$ cat config.mk
export PLATFORM = sky130hd
export DESIGN_NAME = uart_rx_flat
export DESIGN_NICKNAME = d
export VERILOG_FILES = /design/src/rtl/uart_pkg.sv /design/src/rtl/uart_rx_if.sv /design/src/rtl/sync_2ff.sv /design/src/rtl/uart_rx.sv /design/src/flat_wrapper.sv
export SDC_FILE = /design/constraint.sdc
export NUM_CORES = 1
export LEC_CHECK = 0
export BUFFER_PORTS_ARGS = -buffer_cell sky130_fd_sc_hd__buf_2
export CAP_MARGIN = 40
export CELL_PAD_IN_SITES_DETAIL_PLACEMENT = 2
export CELL_PAD_IN_SITES_GLOBAL_PLACEMENT = 2
export CORE_UTILIZATION = 30
export CTS_BUF_LIST = sky130_fd_sc_hd__clkbuf_4
export DETAILED_ROUTE_END_ITERATION = 10
export HOLD_SLACK_MARGIN = 0.1
export PLACE_DENSITY = 0.64
export SLEW_MARGIN = 15
export SYNTH_ARGS = -nofsm -noshare
export SYNTH_HDL_FRONTEND = slang
export SYNTH_HIERARCHICAL = 1
export SYNTH_SLANG_ARGS = --single-unit
$ cat constraint.sdc
create_clock -name clock100 -period 3.5 [get_ports clock100]
set_input_delay 0.7 -clock clock100 [delete_from_list [all_inputs] [get_ports clock100]]
set_output_delay 0.7 -clock clock100 [all_outputs]
set_load 0.005 [all_outputs]
$ cat src/rtl/uart_pkg.sv
// uart_pkg: shared UART state type, baud helper and ASCII control codes
package uart_pkg;
  typedef enum logic [1:0] {IDLE, START, DATA, STOP} state_t;
  localparam logic [7:0] CR = 8'd13, ESC = 8'd27, DEL = 8'd127, SPACE = 8'd32;
  function automatic int clks_per_bit(input int clk_hz, input int baud);
    return clk_hz / baud;
  endfunction
endpackage

$ cat src/rtl/uart_rx_if.sv
// uart_rx_if: received-byte bus from the UART receiver to its consumer
interface uart_rx_if;
  logic [7:0] data_out;
  logic data_ready;
  logic framing_error;
  logic busy;
  modport master(output data_out, data_ready, framing_error, busy);
  modport slave(input data_out, data_ready, framing_error, busy);
endinterface

$ cat src/rtl/sync_2ff.sv
// sync_2ff: two-flop synchronizer for asynchronous inputs with a reset value
module sync_2ff #(
  parameter int W = 1,
  parameter logic [W-1:0] RST_VAL = '1
) (
  input  logic clk,
  input  logic rst,
  input  logic [W-1:0] d,
  output logic [W-1:0] q
);
  logic [W-1:0] s;
  always_ff @(posedge clk or posedge rst)
    if (rst) {q, s} <= {RST_VAL, RST_VAL};
    else {q, s} <= {s, d};
endmodule

$ cat src/rtl/uart_rx.sv
// uart_rx: 8N1 oversampling receiver, samples mid-bit and strobes each framed byte
module uart_rx
  import uart_pkg::*;
#(
  parameter int CLK_HZ = 100_000_000,
  parameter int BAUD = 115200
) (
  input logic clock100,
  input logic reset,
  input logic rx,
  uart_rx_if.master bus
);
  localparam int CLKS_PER_BIT = clks_per_bit(CLK_HZ, BAUD);
  localparam int HALF_BIT = CLKS_PER_BIT / 2;
  localparam int CW = $clog2(CLKS_PER_BIT);
  localparam logic [CW-1:0] BIT_END = CW'(CLKS_PER_BIT - 1);
  localparam logic [CW-1:0] HALF_END = CW'(HALF_BIT - 1);
  state_t state, state_n;
  logic [CW-1:0] cnt, cnt_n;
  logic [2:0] idx, idx_n;
  logic [7:0] shreg, shreg_n, data_n;
  logic armed, armed_n, ready_n, ferr_n, rx_s, stop_hit, glitch;
  sync_2ff #(.W(1), .RST_VAL(1'b1)) u_sync (.clk(clock100), .rst(reset), .d(rx), .q(rx_s));
  assign stop_hit = state == STOP && cnt == BIT_END;
  assign glitch = state == START && cnt == HALF_END && rx_s;
  assign bus.busy = state != IDLE && !stop_hit && !glitch;
  always_comb begin
    state_n = state;
    cnt_n = cnt + 1'b1;
    idx_n = idx;
    shreg_n = shreg;
    data_n = bus.data_out;
    armed_n = armed;
    ready_n = 1'b0;
    ferr_n = 1'b0;
    case (state)
      IDLE: begin
        cnt_n = '0;
        armed_n = armed | rx_s;
        state_n = armed && !rx_s ? START : IDLE;
      end
      START: if (cnt == HALF_END) begin
        state_n = rx_s ? IDLE : DATA;
        cnt_n = '0;
        idx_n = '0;
      end
      DATA: if (cnt == BIT_END) begin
        shreg_n[idx] = rx_s;
        cnt_n = '0;
        idx_n = idx + 3'd1;
        state_n = idx == 3'd7 ? STOP : DATA;
      end
      STOP: if (stop_hit) begin
        // a low stop bit disarms until the line is seen idle again
        state_n = IDLE;
        ready_n = rx_s;
        ferr_n = !rx_s;
        armed_n = rx_s;
        data_n = rx_s ? shreg : bus.data_out;
      end
      default: state_n = IDLE;
    endcase
  end
  always_ff @(posedge clock100 or posedge reset)
    if (reset) begin
      state <= IDLE;
      cnt <= '0;
      idx <= '0;
      shreg <= '0;
      armed <= 1'b0;
      bus.data_out <= '0;
      bus.data_ready <= 1'b0;
      bus.framing_error <= 1'b0;
    end else begin
      state <= state_n;
      cnt <= cnt_n;
      idx <= idx_n;
      shreg <= shreg_n;
      armed <= armed_n;
      bus.data_out <= data_n;
      bus.data_ready <= ready_n;
      bus.framing_error <= ferr_n;
    end
endmodule

$ cat src/flat_wrapper.sv
// flat-port wrapper written by rule: the top's interface ports become plain ports
module uart_rx_flat import uart_pkg::*;
#(
  parameter int CLK_HZ = 100_000_000,
  parameter int BAUD = 115200
)
  (clock100, reset, rx, bus_data_out, bus_data_ready, bus_framing_error, bus_busy);
  uart_rx_if bus_i ();
  input logic clock100;
  input logic reset;
  input logic rx;
  output wire logic [$bits(bus_i.data_out)-1:0] bus_data_out;
  output wire logic [$bits(bus_i.data_ready)-1:0] bus_data_ready;
  output wire logic [$bits(bus_i.framing_error)-1:0] bus_framing_error;
  output wire logic [$bits(bus_i.busy)-1:0] bus_busy;
  assign bus_data_out = bus_i.data_out;
  assign bus_data_ready = bus_i.data_ready;
  assign bus_framing_error = bus_i.framing_error;
  assign bus_busy = bus_i.busy;
  uart_rx #(.CLK_HZ(CLK_HZ), .BAUD(BAUD)) u_core (.clock100(clock100), .reset(reset), .rx(rx), .bus(bus_i));
endmodule
==> reports/metrics.csv, run 1 <==
stage,metric,value,unit
floorplanning,Total Die Area,6060,um^2
setup_path,CP Class,reg -> out,
setup_path,reg2reg path depth,5,
yosys,Yosys Warn Count,6,
status,status,finished clean,
sta,max frequency,0.376,GHz
global_route,number of antenna violations at the first check in global routing,0,
power,Pwr Total,0.894,mW
global_route,vias in the first global route,1217,
power,Lkg Pwr,0.929,nW
yosys,#FFs+latches synth,36,
global_route,Tot GR Track Use,12.8,%
yosys,dominant synthesized flop cell,dfrtp_1,
finish,"most common cell after layout, fill and taps aside",dfrtp_1,
power,Power Dens Cells,467,nW/um^2
finish,"Core Util, Final",34.6,%
clock_tree,Root Driver,clkbuf_4,
clock_tree,hold buffer count at CTS,0,
clock_tree,total CTS buffers,5,
sta,relative slew slack,43.4,%
detailed_routing,Vias per Instance,4.91,
hold_path,hold path cells,0,
hold_path,Hold Crit Class,reg -> reg,
sta,clock period minus worst slack,2.66,ns
place,DP Area,1840,um^2
sta,setup violators final,0,
setup_path,CP startpoint kind,register,
sta,clk_skew,0.0133,ns
setup_path,WP data arrival,1.96,ns
place,DP HPWL,2380,um
detailed_routing,antenna-violating nets left,0,
detailed_routing,WL/cell,15.4,um
clock_tree,CTS max path bufs,2,
clock_tree,H-tree levels,2,
floorplanning,I/O pin count,14,
setup_path,Required @ worst endpoint,2.80,ns
finish,number of fillers in the final layout,619,
setup_path,worst reg-to-reg setup slack,1.47,ns
sta,Worst-Margin Slew,0.845,ns
sta,fin. max-slew vios,0,
setup_path,worst-path fanout max,6,
power,peak supply drop,239,uV
yosys,fraction of registers with async set/reset,100,%
yosys,Syn Nets,143,
clock_tree,CTS tree,built,
place,port buffer count,13,
job,maxcap violations,0,
floorplanning,row count,27,
global_route,Most Crowded Layer GR,met2,
detailed_routing,total wire length,3430,um
sta,hold slack,0.364,ns
sta,final hold vios,0,
clock_tree,clock slew at reported path FFs,0.11,ns
sta,RSZ-0062 raised after global routing,false,
yosys,"Seq/Total Area, Yosys",52.3,%
setup_path,CP endpoint kind,primary output,
sta,final worst-path cycle share,76.1,%
yosys,"Avg Cell Area, Syn",12.7,um^2
floorplanning,die width,77.9,um
clock_tree,Clock Sinks,36,
hold_path,start point of the worst hold path,u_core/u_sync/s$_DFF_PP1_,
finish,Area Overhead vs Synth,11.0,%
global_route,global-route wire length before repair,6000,um
yosys,Syn Inst Count,136,
global_route,largest net degree at the start of global routing,20,
sta,Sum Neg Setup Slack,0,ns
detailed_routing,# DRC,0,
yosys,Mapped Area,1730,um^2
hold_path,Hold EP,u_core/u_sync/q$_DFF_PP1_,
global_route,Congestion Overflow GR,0,
clock_tree,clk_lat worst skew,0.34,ns
detailed_routing,DR pass1 iterations,4,
detailed_routing,drt first-iter violations,35,
yosys,Post-synth EDFFs,0,
finish,Final Cell Area,1920,um^2
finish,ant diodes,0,
global_route,GR Layer Usage met3,3.53,%
yosys,"Distinct cells, synth",41,
clock_tree,post_cts resized,0,
floorplanning,die height,77.9,um
setup_path,FF-to-FF Start,u_core/cnt[0]$_DFF_PP0_,
finish,# nets final,157,
finish,fraction of layout cells with a size suffix above 1,31.8,%
clock_tree,postcts setup bufs,0,
finish,most frequent cells in the layout,"34 x dfrtp_1, 13 x buf_2, 13 x nor2_1, 8 x mux2_4, 7 x xor2_1",
floorplanning,starting density of the core,31.2,%
global_route,met2 Use GR,22.2,%
setup_path,Crit Reg-Reg Endpoint,u_core/bus.data_out[6]$_DFFE_PP0P_,
detailed_routing,DR vias,1095,
global_route,GRT met1 Usage,15.1,%
floorplanning,core area,5540,um^2
place,routability cong.,0.731,
## Yosys cell counts, types with 2 or more instances
master / n / area share, %
a21oi_1: 2 / 0.58
and3_1: 2 / 0.72
and4_4: 2 / 1.3
buf_2: 2 / 0.58
clkbuf_1: 3 / 0.65
dfrtp_1: 34 / 49
dfstp_2: 2 / 3.0
ha_1: 4 / 2.9
inv_1: 4 / 0.87
mux2_1: 3 / 2.0
mux2_2: 6 / 3.9
mux2_4: 8 / 7.0
mux2i_1: 2 / 1.2
nand2_1: 3 / 0.65
nand3_1: 6 / 1.7
nand4_1: 6 / 2.2
nand4b_1: 4 / 2.0
nor2_1: 13 / 2.8
o21ai_0: 2 / 0.58
xor2_1: 7 / 3.6
## worst max-delay path by stage
stage                                  startpoint       end  slack (ns)  cells after the start
final                     u_core/cnt[0]$_DFF_PP0_  bus_busy        0.84                      6
after global routing      u_core/cnt[0]$_DFF_PP0_  bus_busy        0.68                      6
after CTS                 u_core/cnt[0]$_DFF_PP0_  bus_busy        0.80                      6
after detailed placement  u_core/cnt[0]$_DFF_PP0_  bus_busy        1.20                      6
after global placement    u_core/cnt[0]$_DFF_PP0_  bus_busy        1.35                      6
after floorplan           u_core/cnt[0]$_DFF_PP0_  bus_busy        1.58                      5
## report_power, final
| group | switching, mW | internal [mW] |
|---|---|---|
| clock | 0.145 | 0.149 |
| combinational | 0.0527 | 0.0432 |
| sequential | 0.0559 | 0.448 |
## routing by layer
metal  wire length, um  vias up
li1                  -      514
met1              1550      559
met2              1740       17
met3                98        5
met4                34        0
met5                 0        -
## area by class of cell
type                       instances  area (um^2)  share of cell area [%]
multi-input combinational         89          756                    39.4
clock buffer                       5         37.5                    1.96
tap                               72         90.1                    4.70
inverter                           4         15.0                   0.783
sequential                        36          903                    47.1
timing repair buffer              14         72.6                    3.79
clock inverter                     3         42.5                    2.22
## sequential cells by signal, indices dropped and copies added (netlist names), named ones only
signal	cells
u_core/cnt	10
u_core/shreg	8
u_core/u_sync/s	1
u_core/idx	3
u_core/u_sync/q	1
u_core/bus.data_out	8
u_core/bus.data_ready	1
u_core/bus.framing_error	1
u_core/state	1
u_core/armed	1
## stage by stage
| stage | cells | worst slack, ns |
|---|---|---|
| after floorplan | 136 | 1.58 |
| after global placement | 215 | 1.35 |
| after detailed placement | 215 | 1.20 |
| after CTS | 223 | 0.802 |
| after global routing | 223 | 0.680 |
| final | 223 | 0.838 |
## cell families (layout without fill, tap and decap cells)
| family | after synthesis | count (layout) | share of synthesized area (%) |
|---|---|---|---|
| AO/OA/AOI/OAI | 9 | 9 | 3.55 |
| XOR/XNOR | 8 | 8 | 4.06 |
| adder cells (fa/ha/maj) | 4 | 4 | 2.90 |
| buffers and inverters | 11 | 26 | 3.91 |
| flip-flops | 36 | 36 | 52.3 |
| multiplexers | 19 | 19 | 14.0 |
| AND/OR/NAND/NOR | 49 | 49 | 19.3 |
## worst max-delay path, stage by stage, from the launching register on
cell and delay, ns:
dfrtp_1 0.46, ha_1 0.29, and2_1 0.26, nand4_1 0.19, mux2i_1 0.24, a21oi_1 0.05
buf_2 0.13
No activity file was read; power rests on OpenSTA's default activity.
==> inputs of run 2 (changes only) <==
--- a/config.mk
+++ b/config.mk
@@ -13,7 +13,7 @@
 export CTS_BUF_LIST = sky130_fd_sc_hd__clkbuf_4
 export DETAILED_ROUTE_END_ITERATION = 10
 export HOLD_SLACK_MARGIN = 0.1
-export PLACE_DENSITY = 0.64
+export PLACE_DENSITY = 0.66
 export SLEW_MARGIN = 15
 export SYNTH_ARGS = -nofsm -noshare
 export SYNTH_HDL_FRONTEND = slang
==> constraint.sdc (replaced) <==
create_clock -name clock100 -period 2.4 [get_ports clock100]
set_input_delay 0.48 -clock clock100 [delete_from_list [all_inputs] [get_ports clock100]]
set_output_delay 0.48 -clock clock100 [all_outputs]
set_load 0.005 [all_outputs]
==> run 2 against run 1 <==
Against the previous run:
- count of clock-buffer cells in the layout increased by 1
- via count increased by 2.8%
- wire length increased by 5.3%
- cell count increased by 2.2%
- power increased by 52%
- global-route usage increased by 0.35 points
- combinational power increased by 83%
- hold slack got worse by 0.20 ns
==> reports/metrics.csv, run 2 (same netlist as run 1, synthesis figures left out) <==
stage,metric,value,unit
status,status,finished clean,
clock_tree,clk_lat worst skew,0.35,ns
finish,max reg flops,10,
clock_tree,CTS max path bufs,2,
global_route,vias in the first global route,1256,
clock_tree,H-tree levels,2,
power,Sw Ratio,28.3,%
sta,final worst-path cycle share,99.3,%
floorplanning,starting density of the core,31.2,%
floorplanning,die width,77.9,um
detailed_routing,DR pass1 iterations,4,
power,Reg power frac,54.7,%
global_route,Tot GR Track Use,13.2,%
clock_tree,Root Driver,clkbuf_4,
place,port buffer count,13,
finish,Area Overhead vs Synth,14.5,%
global_route,largest net degree at the start of global routing,35,
sta,relative slew slack,46.5,%
floorplanning,die height,77.9,um
sta,clock period minus worst slack,2.38,ns
clock_tree,Clock Sinks,36,
setup_path,crit path from,u_core/cnt[3]$_DFF_PP0_,
sta,RSZ-0062 raised after global routing,true,
sta,Worst-Margin Slew,0.799,ns
power,Power Dens Cells,687,nW/um^2
power,P_sw,0.384,mW
sta,hold slack,0.168,ns
setup_path,FF-to-FF Start,u_core/cnt[3]$_DFF_PP0_,
detailed_routing,WL/cell,15.8,um
hold_path,Hold Crit Class,in -> async,
detailed_routing,total wire length,3610,um
setup_path,CP endpoint kind,primary output,
clock_tree,clock slew at reported path FFs,0.12,ns
place,DP HPWL,2320,um
setup_path,WP data arrival,1.90,ns
setup_path,CP startpoint kind,register,
sta,setup violators final,0,
floorplanning,I/O pin count,14,
finish,"Core Util, Final",35.7,%
finish,# nets final,162,
finish,fraction of layout cells with a size suffix above 1,37.2,%
sta,fin. max-slew vios,0,
power,Logic pwr share,13.0,%
sta,max frequency,0.419,GHz
power,peak supply drop,346,uV
global_route,number of antenna violations at the first check in global routing,0,
finish,largest register by flop count,u_core/cnt,
finish,most frequent cells in the layout,"33 x dfrtp_1, 13 x buf_2, 13 x nor2_1, 8 x mux2_4, 7 x xor2_1",
setup_path,Required @ worst endpoint,1.92,ns
finish,"most common cell after layout, fill and taps aside",dfrtp_1,
detailed_routing,Vias per Instance,4.94,
clock_tree,CTS tree,built,
clock_tree,hold buffer count at CTS,0,
power,Pint,0.973,mW
floorplanning,row count,27,
global_route,Congestion Overflow GR,0,
floorplanning,core area,5540,um^2
job,maxcap violations,0,
detailed_routing,DR vias,1126,
detailed_routing,antenna-violating nets left,0,
finish,ant diodes,0,
detailed_routing,# DRC,0,
power,Clk pwr share,32.4,%
setup_path,worst reg-to-reg setup slack,0.51,ns
finish,number of fillers in the final layout,605,
floorplanning,Total Die Area,6060,um^2
setup_path,worst-path fanout max,7,
detailed_routing,drt first-iter violations,61,
power,Lkg Pwr,0.958,nW
place,routability cong.,0.764,
finish,Largest regs,"u_core/cnt x10, u_core/bus.data_out x8, u_core/shreg x8",
clock_tree,total CTS buffers,5,
global_route,global-route wire length before repair,6130,um
sta,final hold vios,0,
setup_path,CP Class,reg -> out,
sta,clk_skew,0.0150,ns
run 2: final cells by class:
cell class                 instances  area [um^2]  area share, %
clock buffer                       6         45.0           2.28
clock inverter                     2         35.0           1.77
inverter                           4         15.0          0.759
multi-input combinational         89          777           39.3
sequential                        36          905           45.8
tap                               72         90.1           4.56
timing repair buffer              19          110           5.57
run 2: metal layers:
metal	track usage, %	up-vias	share of wire (%)
met3	3.18	9	3.1
met4	6.98	0	2.4
met5	0	-	0
li1	-	524	-
met1	15.4	576	43
met2	22.1	17	51
run 2: critical path, cell delays in order, from the launching register on:
cell	delay, ns
dfrtp_1	0.47
nor3b_4	0.36
nand4_1	0.23
mux2i_1	0.29
a21oi_2	0.06
buf_2	0.14
run 2: path summary, 6_finish.rpt:
kind,cells after the start,end
min in group clock100,1,u_core/u_sync/s$_DFF_PP1_
max reg2reg,4,u_core/bus.data_out[7]$_DFFE_PP0P_
min reg2reg,0,u_core/u_sync/q$_DFF_PP1_
min,2,u_core/u_sync/s$_DFF_PP1_
max in group asynchronous,3,u_core/cnt[0]$_DFF_PP0_
max,5,bus_busy
run 2: through the flow:
stage | cells | total power, mW | setup TNS [ns] | worst slack [ns] | cell area, um^2
final | 228 | 1.36 | 0 | 0.0157 | 1980
after global routing | 228 | 1.44 | -0.108 | -0.108 | 1980
after CTS | 224 | 1.34 | 0 | 0.0179 | 1930
after detailed placement | 215 | 0.889 | 0 | 0.342 | 1840
after global placement | 215 | 0.874 | 0 | 0.458 | 1840
after floorplan | 136 | 0.831 | 0 | 0.594 | 1730
run 2: timing repair:
action / 4_1_cts / 5_1_grt
setup endpoints to repair: 1 / 1
buffers inserted: 1 / 4
hold endpoints to repair: 0 / 0
pin swaps: 0 / 2
resized for setup: 2 / 4
run 2: power groups by stage:
stage	combinational [mW]	sequential [mW]	clock, mW
finish	0.176	0.742	0.439
global route	0.203	0.752	0.482
CTS	0.150	0.736	0.458
detailed placement	0.144	0.745	0
global placement	0.135	0.739	0
floorplan	0.115	0.717	0
